===== src/rtl/dm_arbiter_pkg.sv =====
// Shared definitions for the data-memory arbiter: FSM encoding, default
// widths and the byte-to-word address shift.
package dm_arbiter_pkg;

    localparam int DEF_ADDR_W = 12;
    localparam int DEF_DATA_W = 32;
    localparam int WORD_SHIFT = 2;

    typedef enum logic [1:0] {
        ST_IDLE   = 2'd0,
        ST_ISSUE  = 2'd1,
        ST_RDWAIT = 2'd2
    } state_e;

endpackage


===== src/rtl/dm_arb_pick.sv =====
// Combinational winner select between the CPU (m0) and DMA (m1) masters.
// Build option: DM_ARB_RR_EN selects round-robin tie breaking; without it
// m0 always wins a simultaneous request.
module dm_arb_pick (
    input  logic m0_req_i,
    input  logic m1_req_i,
    input  logic prio_i,    // master that wins a tie under round-robin (0=m0, 1=m1)
    output logic any_o,
    output logic win_o      // 0 = m0 wins, 1 = m1 wins
);

`ifndef DM_ARB_RR_EN
    // Fixed priority ignores the pointer.
    logic unused_prio;
    assign unused_prio = prio_i;
`endif

    // Pick the winner; a tie is the only case where the policy matters.
    always_comb begin
        any_o = m0_req_i | m1_req_i;
        win_o = 1'b0;
        if (m0_req_i && m1_req_i) begin
`ifdef DM_ARB_RR_EN
            win_o = prio_i;
`else
            win_o = 1'b0;
`endif
        end else if (m1_req_i) begin
            win_o = 1'b1;
        end
    end

endmodule


===== src/rtl/dm_arbiter.sv =====
// Two-master arbiter in front of the single data memory. Converts byte
// addresses to word addresses and sequences each access IDLE -> ISSUE
// (-> RDWAIT for reads). Build option: DM_ARB_RR_EN (round-robin ties).
//
// Handshake: a master raises mX_req with stable we/addr/wdata and holds it
// until mX_gnt pulses; requests are sampled only in IDLE. Grant comes one
// cycle after the sample together with the DM strobes (or with mX_err for a
// misaligned address, in which case no DM access happens). A read returns
// mX_rvalid with rdata one cycle after the grant.
module dm_arbiter
    import dm_arbiter_pkg::*;
#(
    parameter int ADDR_W = DEF_ADDR_W,
    parameter int DATA_W = DEF_DATA_W
) (
    input  logic              clk,
    input  logic              rst,
    input  logic              m0_req,
    input  logic              m0_we,
    input  logic [ADDR_W-1:0] m0_addr,
    input  logic [DATA_W-1:0] m0_wdata,
    output logic              m0_gnt,
    output logic              m0_rvalid,
    output logic              m0_err,
    input  logic              m1_req,
    input  logic              m1_we,
    input  logic [ADDR_W-1:0] m1_addr,
    input  logic [DATA_W-1:0] m1_wdata,
    output logic              m1_gnt,
    output logic              m1_rvalid,
    output logic              m1_err,
    output logic [DATA_W-1:0] rdata,
    output logic              DM_enable,
    output logic              DM_read,
    output logic              DM_write,
    output logic [ADDR_W-1:0] DM_address,
    output logic [DATA_W-1:0] DM_in,
    input  logic [DATA_W-1:0] DM_out,
    output logic [1:0]        dbg_state_o
);

    state_e            state_q, state_d;
    logic              win_q, win_d;
    logic              we_q, we_d;
    logic [ADDR_W-1:0] addr_q, addr_d;
    logic [DATA_W-1:0] wdata_q, wdata_d;
    logic              err_q, err_d;     // misaligned grant pulse this cycle
    logic              prio_q, prio_d;   // round-robin: who wins the next tie
    logic [DATA_W-1:0] rdata_q, rdata_d; // last returned read word

    logic              pick_any, pick_win;
    logic              sel_we;
    logic [ADDR_W-1:0] sel_addr;
    logic [DATA_W-1:0] sel_wdata;
    logic              st_issue, st_rdwait;

    dm_arb_pick u_pick (
        .m0_req_i (m0_req),
        .m1_req_i (m1_req),
        .prio_i   (prio_q),
        .any_o    (pick_any),
        .win_o    (pick_win)
    );

    assign sel_we    = pick_win ? m1_we    : m0_we;
    assign sel_addr  = pick_win ? m1_addr  : m0_addr;
    assign sel_wdata = pick_win ? m1_wdata : m0_wdata;

    // State and datapath registers; reset abandons any in-flight access.
    always_ff @(posedge clk) begin
        if (!rst) begin
            state_q <= ST_IDLE;
            win_q   <= 1'b0;
            we_q    <= 1'b0;
            addr_q  <= '0;
            wdata_q <= '0;
            err_q   <= 1'b0;
            prio_q  <= 1'b0;
            rdata_q <= '0;
        end else begin
            state_q <= state_d;
            win_q   <= win_d;
            we_q    <= we_d;
            addr_q  <= addr_d;
            wdata_q <= wdata_d;
            err_q   <= err_d;
            prio_q  <= prio_d;
            rdata_q <= rdata_d;
        end
    end

    // Next-state logic: arbitrate in IDLE, one issue cycle, one read-return cycle.
    always_comb begin
        state_d = state_q;
        win_d   = win_q;
        we_d    = we_q;
        addr_d  = addr_q;
        wdata_d = wdata_q;
        err_d   = 1'b0;
        prio_d  = prio_q;
        rdata_d = rdata_q;
        case (state_q)
            ST_IDLE: begin
                // The err pulse cycle still sees the granted master's held
                // req, so sampling is skipped there to avoid a double grant.
                if (!err_q && pick_any) begin
                    win_d   = pick_win;
                    we_d    = sel_we;
                    addr_d  = sel_addr;
                    wdata_d = sel_wdata;
                    prio_d  = ~pick_win;
                    if (sel_addr[WORD_SHIFT-1:0] == '0) begin
                        state_d = ST_ISSUE;
                    end else begin
                        err_d = 1'b1;
                    end
                end
            end
            ST_ISSUE: begin
                state_d = we_q ? ST_IDLE : ST_RDWAIT;
            end
            ST_RDWAIT: begin
                rdata_d = DM_out;
                state_d = ST_IDLE;
            end
            default: begin
                state_d = ST_IDLE;
            end
        endcase
    end

    // Output decode from the registered state and captured request fields.
    always_comb begin
        st_issue    = (state_q == ST_ISSUE);
        st_rdwait   = (state_q == ST_RDWAIT);
        m0_gnt      = (st_issue | err_q) & ~win_q;
        m1_gnt      = (st_issue | err_q) &  win_q;
        m0_err      = err_q & ~win_q;
        m1_err      = err_q &  win_q;
        m0_rvalid   = st_rdwait & ~win_q;
        m1_rvalid   = st_rdwait &  win_q;
        rdata       = st_rdwait ? DM_out : rdata_q;
        DM_enable   = st_issue;
        DM_read     = st_issue & ~we_q;
        DM_write    = st_issue &  we_q;
        DM_address  = st_issue ? (addr_q >> WORD_SHIFT) : '0;
        DM_in       = st_issue ? wdata_q : '0;
        dbg_state_o = state_q;
    end

endmodule

===== config.mk =====
export PLATFORM = sky130hd
export DESIGN_NAME = dm_arbiter
export DESIGN_NICKNAME = d
export VERILOG_FILES = /design/src/rtl/dm_arbiter_pkg.sv /design/src/rtl/dm_arb_pick.sv /design/src/rtl/dm_arbiter.sv
export SDC_FILE = /design/constraint.sdc
export NUM_CORES = 1
export LEC_CHECK = 0
export CORE_MARGIN = 8
export CORE_UTILIZATION = 41
export DETAILED_ROUTE_END_ITERATION = 8
export GPL_TIMING_DRIVEN = 0
export HOLD_SLACK_MARGIN = 0.05
export PLACE_DENSITY = 0.86
export SYNTH_ARGS = -nofsm -noshare
export SYNTH_HDL_FRONTEND = slang
export SYNTH_SLANG_ARGS = --single-unit
export TNS_END_PERCENT = 1

===== constraint.sdc =====
create_clock -name clk -period 3.6 [get_ports clk]
set_input_delay 1.08 -clock clk [delete_from_list [all_inputs] [get_ports clk]]
set_output_delay 1.08 -clock clk [all_outputs]
set_load 0.03 [all_outputs]

==> run metrics <==
CTS Root Cell clkbuf_8; layout cells sized above 1 around 13%; most common cell in the netlist dfxtp_1; worst hold path class register to register; CP Cell Sequence clkdlybuf4s50_1 > mux2_4 > clkdlybuf4s50_1; Worst setup SP type input pin; Layout Cells excl Fill roughly 660; DRC Markers 0; CTS tree built; DRT antenna net count 0; Post-synth EDFFs 0; core area between 0.008 and 0.009 mm²; fin crit share slightly below 100%; RePlAce Congestion ~0.77; CP Capture Type primary output; P_int 1420 µW; CTS H-tree lvls 3; Leak between 0.002 and 0.003 µW; final setup margin between 0.1 and 0.15 ns; status finished, final reports clean; ANT cells 0; most frequent CP cell clkdlybuf4s50_1; met2 usage 34.7%; CP top delay family buffers and inverters; Synth Cell Area between 0.003 and 0.004 mm²; final hold slack about 0.46 ns; CP max stage delay ~0.67 ns; Die Span Y roughly 110 µm; #FFs+latches synth between 70 and 80; # Max-Cap Violations 0; GRT overflow 0; num rows 34; Hold Vio Cnt, Final 0; critical path data arrival time 2.41 ns; Worst-Skew Late Latency 0.34 ns; Most used DFF post-synth dfxtp_1; # fillers 699; vias post-DR 3205; worst path bufs/invs 2; GR Util met1 19.6%; Crit Path Max Fanout 2; fmax 287 MHz; ys async rst share 0%; vias per std cell 4.86; Synth cell types 22; DP HPWL 9900 µm; antenna violations before repair 0; Place WS between 0.1 and 0.15 ns; Worst Skew ~0.0060 ns; PD cells approximately 320 mW/mm²; largest net degree at the start of global routing 14; critical path's slowest cell clkdlybuf4s50_1; Starting Density a little over two fifths; Syn Inst Count about 320; Power, Total 1950 µW; Sw Ratio ~27%; clock sink total a little under 80; Iter 0 DRT Violations 68; met3 usage between 6 and 7%; final wirelength between 10000 and 15000 µm; Comb power frac 21.5%; Layout Nets roughly 670; GRT Total Usage between 10% and 20%; sequential-to-total area share from yosys stat between 40% and 50%; share of the synthesized area in the top cell type 43.4%; switching power 528 µW; Clk pwr share 29.0%; synth warn 0; setup violators final 0; placed insts about 640; sequential power share 49.5%; Most Crowded Layer GR met2; syn_area_per_cell between 10 and 15 µm²; Tmin final approximately 3.5 ns; first-pass GRT wire length 17900 µm; Max clock buf depth 2; vias in the first global route approximately 3500; type of the worst setup path input pin to primary output; I/O pin total 213; r2r setup slk 2.08 ns; Port Buffer Count 210; drt wl/cell 18.2 µm; Synth area leaders dfxtp_1 (43%), and2_1 (13%), mux2i_1 (12%), mux2_4 (12%), o2bb2ai_1 (10%); drt first pass iters 4; Post-CTS Setup Repair Bufs 0; CP required about 2.5 ns; total negative slack 0 ns; CTS buffer count 9; clk slew on worst S/H paths around 0.08 ns; Die Wd between 100 and 150 µm; die footprint roughly 0.012 mm²; VDD IR-drop max around 0.2 mV; post-synth top area cell dfxtp_1; RSZ-0062 raised after global routing no; area growth from synthesis to layout 66.1%; synth cell count leaders dfxtp_1 (79), and2_1 (77), mux2i_1 (44); Slew Limit Fails 0
-- kinds of logic (layout without fill, tap and decap cells) --
logic type,after synthesis,in the layout,synth area share (%)
AOI/OAI and AO/OA,46,46,11.1
DFF,79,79,43.4
other,1,2,0.103
muxes,76,76,24.9
and+or+nand+nor,94,94,16.1
buffers and inverters,28,254,4.43
-- through the flow --
step                      area [µm²]  utilization, %
after floorplan                 3650               -
final                           6050            69.7
after global placement          5880            67.8
after CTS                       6050            69.7
after detailed placement        5880            67.8
after global routing            6050            69.7
-- final timing paths --
check	start	to	depth (start not counted)
hold / removal	wdata_q[30]	wdata_q[30]	1
setup reg to reg	dbg_state_o[1]	rdata_q[3]	5
setup / recovery	DM_out[29]	rdata[29]	3
hold reg to reg	wdata_q[30]	wdata_q[30]	1
-- area by class of cell --
| class | instances | area (µm²) | area share, % |
|---|---|---|---|
| Buffer | 26 | 155 | 2.56 |
| Clock buffer | 10 | 128 | 2.11 |
| Tap cell | 108 | 135 | 2.23 |
| Clock inverter | 6 | 37.5 | 0.620 |
| Inverter | 2 | 7.51 | 0.124 |
| Sequential cell | 79 | 1580 | 26.1 |
| Multi-Input combinational cell | 218 | 1900 | 31.5 |
| Timing Repair Buffer | 210 | 2100 | 34.7 |
-- worst register-to-register path, stage by stage, from the launching register on --
cell	delay, ns
dfxtp_1	0.40
nor2b_1	0.19
buf_6	0.15
buf_6	0.18
mux2_4	0.32
and2_1	0.16
-- sequential cells by signal (all words and copies together) (netlist names) --
| register | cells |
|---|---|
| rdata_q | 32 |
| wdata_q | 32 |
| addr_q | 10 |
| dbg_state_o | 2 |
| err_q | 1 |
| we_q | 1 |
| win_q | 1 |
-- cells in the final DEF, fill, tap and decap left out --
cell type,netlist,routed
mux2_4,28,28
or2_2,1,1
mux2i_1,44,44
inv_1,2,2
clkinv_2,0,3
dfxtp_1,79,79
a21oi_1,1,1
buf_2,12,12
nor3_4,1,1
nand2b_1,2,2
clkinvlp_4,0,3
nor2b_1,5,5
nor3_1,1,1
mux2_2,4,4
a21oi_4,1,1
clkbuf_8,0,9
buf_4,3,3
clkbuf_1,7,7
clkdlybuf4s50_1,0,210
buf_6,4,4
conb_1,1,2
nand3_2,1,1
nor2_1,6,6
a211oi_1,1,1
and2_1,77,77
o2bb2ai_1,43,43
clkbuf_2,0,1
-- repair_timing --
item / CTS / global route
setup endpoints to repair: 0 / 6
resized for setup: 0 / 2
hold buffers: 0 / 0
-- power by group through the flow --
stage	combinational, µW	sequential [µW]	clock, µW
after global routing	448	969	616
after CTS	421	963	581
after global placement	409	979	0
final	418	962	565
after detailed placement	419	982	0
after floorplan	200	973	0
-- metal layers --
metal	wire length [µm]	part of all wire (%)	vias up
met5	0	0	-
met4	309	2.6	0
met3	939	7.8	18
met2	6190	52	124
met1	4530	38	1493
li1	-	-	1570
Note: power is estimated with default switching activity, not from simulation.
==> edit 1 (config.mk and constraints unchanged) <==
`rdata_q` no longer has a reset.
--- a/src/rtl/dm_arbiter.sv
+++ b/src/rtl/dm_arbiter.sv
@@ -76,7 +76,6 @@
             wdata_q <= '0;
             err_q   <= 1'b0;
             prio_q  <= 1'b0;
-            rdata_q <= '0;
         end else begin
             state_q <= state_d;
             win_q   <= win_d;
@@ -85,8 +84,11 @@
             wdata_q <= wdata_d;
             err_q   <= err_d;
             prio_q  <= prio_d;
-            rdata_q <= rdata_d;
         end
+    end
+
+    always_ff @(posedge clk) begin
+        rdata_q <= rdata_d;
     end
 
     // Next-state logic: arbitrate in IDLE, one issue cycle, one read-return cycle.
Formal check against the unedited RTL: differs if rst is asserted again (counterexample within 4 cycles, from zero or initial values and one cycle with rst low); with rst held inactive, the same outputs for 10 cycles.
==> edit 1 against the original RTL <==
- worst setup slack worse by 0.013 ns
- critical path type unchanged
- sequential share of layout area is 1.1 points higher
- sequential cell count stayed put
- final area is 3.9% lower
- critical endpoint is now rdata[6]
- wire length is 3.9% lower
- register-to-register slack better by 0.07 ns
- synthesized area is 8.6% lower
Power is not compared: it rests on default switching activity, and its combinational part moved more than twofold at a synthesized area within 25%.
==> edit 1: results (changes against the original RTL) <==
most instantiated cells after synthesis 79 x dfxtp_1, 45 x and2_1, 44 x mux2i_1, 43 x o2bb2ai_1, 32 x mux2_2 (was 79 x dfxtp_1, 77 x and2_1, 44 x mux2i_1, 43 x o2bb2ai_1, 28 x mux2_4); WL/cell 18.6 um (was 18.2 um); hpwl dp 9460 um (was 9900 um); Worst Hold End wdata_q[21] (was wdata_q[30]); clock-cell share of area 4.20% (was 2.73%); Final WS setup 0.100 ns (was 0.113 ns); M1 WL 4210 um (was 4530 um); met3 Usage GRT 6.72% (was 6.10%); DRT Pass-1 Iters 6 (was 4); met2 Usage GRT 36.9% (was 34.7%); status finished clean (unchanged); number of placed cells counting well taps 605 (was 643); grt met1 use 20.3% (was 19.6%); clk_skew 0.0106 ns (was 0.00599 ns); Nets 637 (was 672); Post-DP Area 5570 um^2 (was 5880 um^2); DP Worst Slack 0.117 ns (was 0.112 ns); core area 8050 um^2 (was 8680 um^2); Synth Instances 289 (was 324); wire length on met3 898 um (was 939 um); number of global-route vias before repair 3397 (was 3513); htree depth 3 (unchanged); Seq/Total Area, Yosys 47.5% (was 43.4%); first-pass GRT wire length 18000 um (was 17900 um); fraction of area in multi-input gates 27.7% (was 31.5%); buffering overhead 38.5% (was 37.3%); yosys warns 0 (unchanged); GRT Util Overall 19.9% (was 19.1%); Area contributors post-synth dfxtp_1 48%, mux2i_1 13%, o2bb2ai_1 11% (was dfxtp_1 43%, and2_1 13%, mux2i_1 12%); # clock sinks 79 (unchanged); biggest regs rdata_q: 32 flops, wdata_q: 32 flops, addr_q: 10 flops (unchanged); Non-clock buffers 233 (was 236); reg2reg end rdata_q[7] (was rdata_q[3]); FF-to-FF path depth 4 (was 5); layout cells sized above 1 14.0% (was 12.9%); Routed met2 length 6230 um (was 6190 um); port bufs 210 (unchanged); hold path start wdata_q[21] (was wdata_q[30]); worst hold slack 0.455 ns (was 0.460 ns); Clock Buffer Count 10 (unchanged); #MultiIn Comb 186 (was 218); DR vias/cell 4.85 (was 4.86); Seq area share 27.2% (was 26.1%); Placer Congestion 0.745 (was 0.768); reg-to-reg slack, setup 2.15 ns (was 2.08 ns); initial DRC count 69 (was 68); Inserted Diodes 0 (unchanged); synth-to-layout area growth 74.6% (was 66.1%); initial antenna violation count 0 (unchanged); CTS buffer count 9 (unchanged); Yosys cell types 21 (was 22); Routed WL 11500 um (was 12000 um)
-- edit 1: how the worst max path moves through the flow --
stage	start	end	cells after the start
5_1_grt	dbg_state_o[0]	DM_in[3]	5
4_1_cts	dbg_state_o[0]	DM_in[26]	5
6_report	DM_out[6]	rdata[6]	3
2_1_floorplan	dbg_state_o[0]	DM_in[19]	4
3_3_place_gp	DM_out[31]	rdata[31]	3
3_5_place_dp	DM_out[21]	rdata[21]	3
-- edit 1: power by group through the flow --
stage	combinational (uW)	clock, uW	sequential (uW)
after floorplan	592	0	1120
after global placement	1060	0	1130
after detailed placement	1080	0	1140
after CTS	1090	799	1130
after global routing	1130	841	1140
final	1080	787	1130
-- edit 1: logic make-up (layout without fill, tap and decap cells) --
family / count (synthesis) / in the layout / synth area share (%)
AOI/OAI and AO/OA: 46 / 46 / 12.2
buffers and inverters: 25 / 250 / 4.28
DFF: 79 / 79 / 47.5
muxes: 76 / 76 / 24.1
other: 1 / 2 / 0.113
and+or+nand+nor: 62 / 62 / 11.9
==> edit 2 (config.mk and constraints unchanged) <==
Made on the original files. Change the package constant `DEF_DATA_W` from 32 to 24.
--- a/src/rtl/dm_arbiter_pkg.sv
+++ b/src/rtl/dm_arbiter_pkg.sv
@@ -3,7 +3,7 @@
 package dm_arbiter_pkg;
 
     localparam int DEF_ADDR_W = 12;
-    localparam int DEF_DATA_W = 32;
+    localparam int DEF_DATA_W = 24;
     localparam int WORD_SHIFT = 2;
 
     typedef enum logic [1:0] {
Ports: changed (5 resized); port bits go from 213 to 173. The function was not compared with the original's and may differ.
==> edit 2 against the original RTL <==
- synthesized area down 20%
- largest cell class unchanged
- sequential cell count down 16
- wire length down 26%
- final area down 19%
- register-to-register slack about the same
- worst setup slack better by 0.038 ns
- sequential power down 20%
- power down 13%
==> edit 2: results (changes against the original RTL) <==
status finished clean (unchanged); most instantiated cells after synthesis 63 x dfxtp_1, 61 x and2_1, 36 x mux2i_1, 35 x o2bb2ai_1, 18 x mux2_4 (was 79 x dfxtp_1, 77 x and2_1, 44 x mux2i_1, 43 x o2bb2ai_1, 28 x mux2_4); port bufs 170 (was 210); Post-DP Area 4740 um^2 (was 5880 um^2); Placer Congestion 0.723 (was 0.768); Synth top area share 43.3% (was 43.4%); biggest regs rdata_q: 24 flops, wdata_q: 24 flops, addr_q: 10 flops (was rdata_q: 32 flops, wdata_q: 32 flops, addr_q: 10 flops); number of global-route vias before repair 2805 (was 3513); Seq/Total Area, Yosys 43.3% (was 43.4%); leakage 0.00206 uW (was 0.00251 uW); hold path start wdata_q[12] (was wdata_q[30]); Routed WL 8910 um (was 12000 um); largest net degree at the start of global routing 11 (was 14); layout cells sized above 1 13.1% (was 12.9%); GRT Util Overall 17.4% (was 19.1%); clk_skew 0.00697 ns (was 0.00599 ns); Design Power 1700 uW (was 1950 uW); Area contributors post-synth dfxtp_1 43%, and2_1 13%, mux2i_1 12% (unchanged); via count 2580 (was 3205); Worst Hold End wdata_q[12] (was wdata_q[30]); FFs w/ async S/R, synth 0% (unchanged); FF-to-FF path depth 5 (unchanged); Arr. time, crit path 2.37 ns (was 2.41 ns); Sw Share 25.1% (was 27.1%); initial antenna violation count 0 (unchanged); Nets 546 (was 672); clk slew on worst S/H paths 0.06 ns (was 0.08 ns); first-pass GRT wire length 14000 um (was 17900 um); worst-skew pair later-pin latency 0.32 ns (was 0.34 ns); fillcell total 528 (was 699); delay-heaviest family, CP buffers and inverters (unchanged); hpwl dp 7220 um (was 9900 um); reg2reg end rdata_q[11] (was rdata_q[3]); initial DRC count 48 (was 68); worst vdd ir 0.192 mV (was 0.197 mV); Storage cell area 1260 um^2 (was 1580 um^2); Inserted Diodes 0 (unchanged)
## edit 2: changes by cell type after synthesis, sizes merged
cell | unedited run | this run
and2 | 77 | 61
dfxtp | 79 | 63
mux2 | 32 | 24
mux2i | 44 | 36
o2bb2ai | 43 | 35
buf | 19 | 15
clkbuf | 7 | 5
## edit 2: cells by family (layout without fill, tap and decap cells)
group,count (synthesis),count (layout),share of synthesized area [%]
simple gates,78,78,16.7
other cells,1,2,0.129
flops,63,63,43.3
compound gates,38,38,11.5
buf+inv,22,208,4.38
mux,60,60,24.0
## edit 2: layout make-up
cell class	count	area share, %
multi-input cells	178	31.0
repair buffers	170	34.5
inverters	2	0.152
plain buffers	20	2.49
clock inverters	4	0.914
well taps	96	2.44
clock buffers	12	2.94
flip-flops and latches	63	25.6
## edit 2: worst max path at each step
stage	slack (ns)	start	to
global route	0.01	dbg_state_o[0]	DM_in[2]
CTS	0.09	dbg_state_o[0]	DM_in[12]
global placement	0.14	DM_out[0]	rdata[0]
floorplan	0.85	dbg_state_o[0]	DM_in[11]
detailed placement	0.14	DM_out[3]	rdata[3]
finish	0.15	DM_out[0]	rdata[0]
## edit 2: routing by layer
layer	GRT usage (%)	vias to the layer above	part of all wire, %
li1	-	1278	-
met1	18.3	1193	40
met2	30.4	103	50
met3	8.10	6	9.9
met4	4.88	0	0.57
met5	0	-	0
## edit 2: power groups by stage
stage / Sequential (uW) / Combinational, uW / Clock, uW
floorplan: 778 / 163 / 0
global placement: 782 / 334 / 0
detailed placement: 785 / 340 / 0
CTS: 770 / 342 / 602
global route: 777 / 362 / 638
finish: 771 / 339 / 592
## edit 2: worst reg2reg max path: cells and delay by family, from the launching register on
family,cells,cell delay [ns]
flip-flops,1,0.40
buffers and inverters,2,0.34
AND/OR/NAND/NOR,2,0.35
multiplexers,1,0.32
## edit 2: through the flow
| step | setup slack (ns) | cells | hold WS (ns) |
|---|---|---|---|
| 2_1_floorplan | 0.847 | 263 | 0.424 |
| 3_3_place_gp | 0.143 | 529 | 0.435 |
| 3_5_place_dp | 0.142 | 529 | 0.440 |
| 4_1_cts | 0.0885 | 545 | 0.462 |
| 5_1_grt | 0.0142 | 545 | 0.471 |
| 6_report | 0.151 | 545 | 0.460 |
## edit 2: timing repair
| item | in CTS | in global routing |
|---|---|---|
| resized for setup | 0 | 4 |
| endpoints found under the setup margin | 0 | 10 |
| buffers inserted | 0 | 0 |
| hold buffers | 0 | 0 |
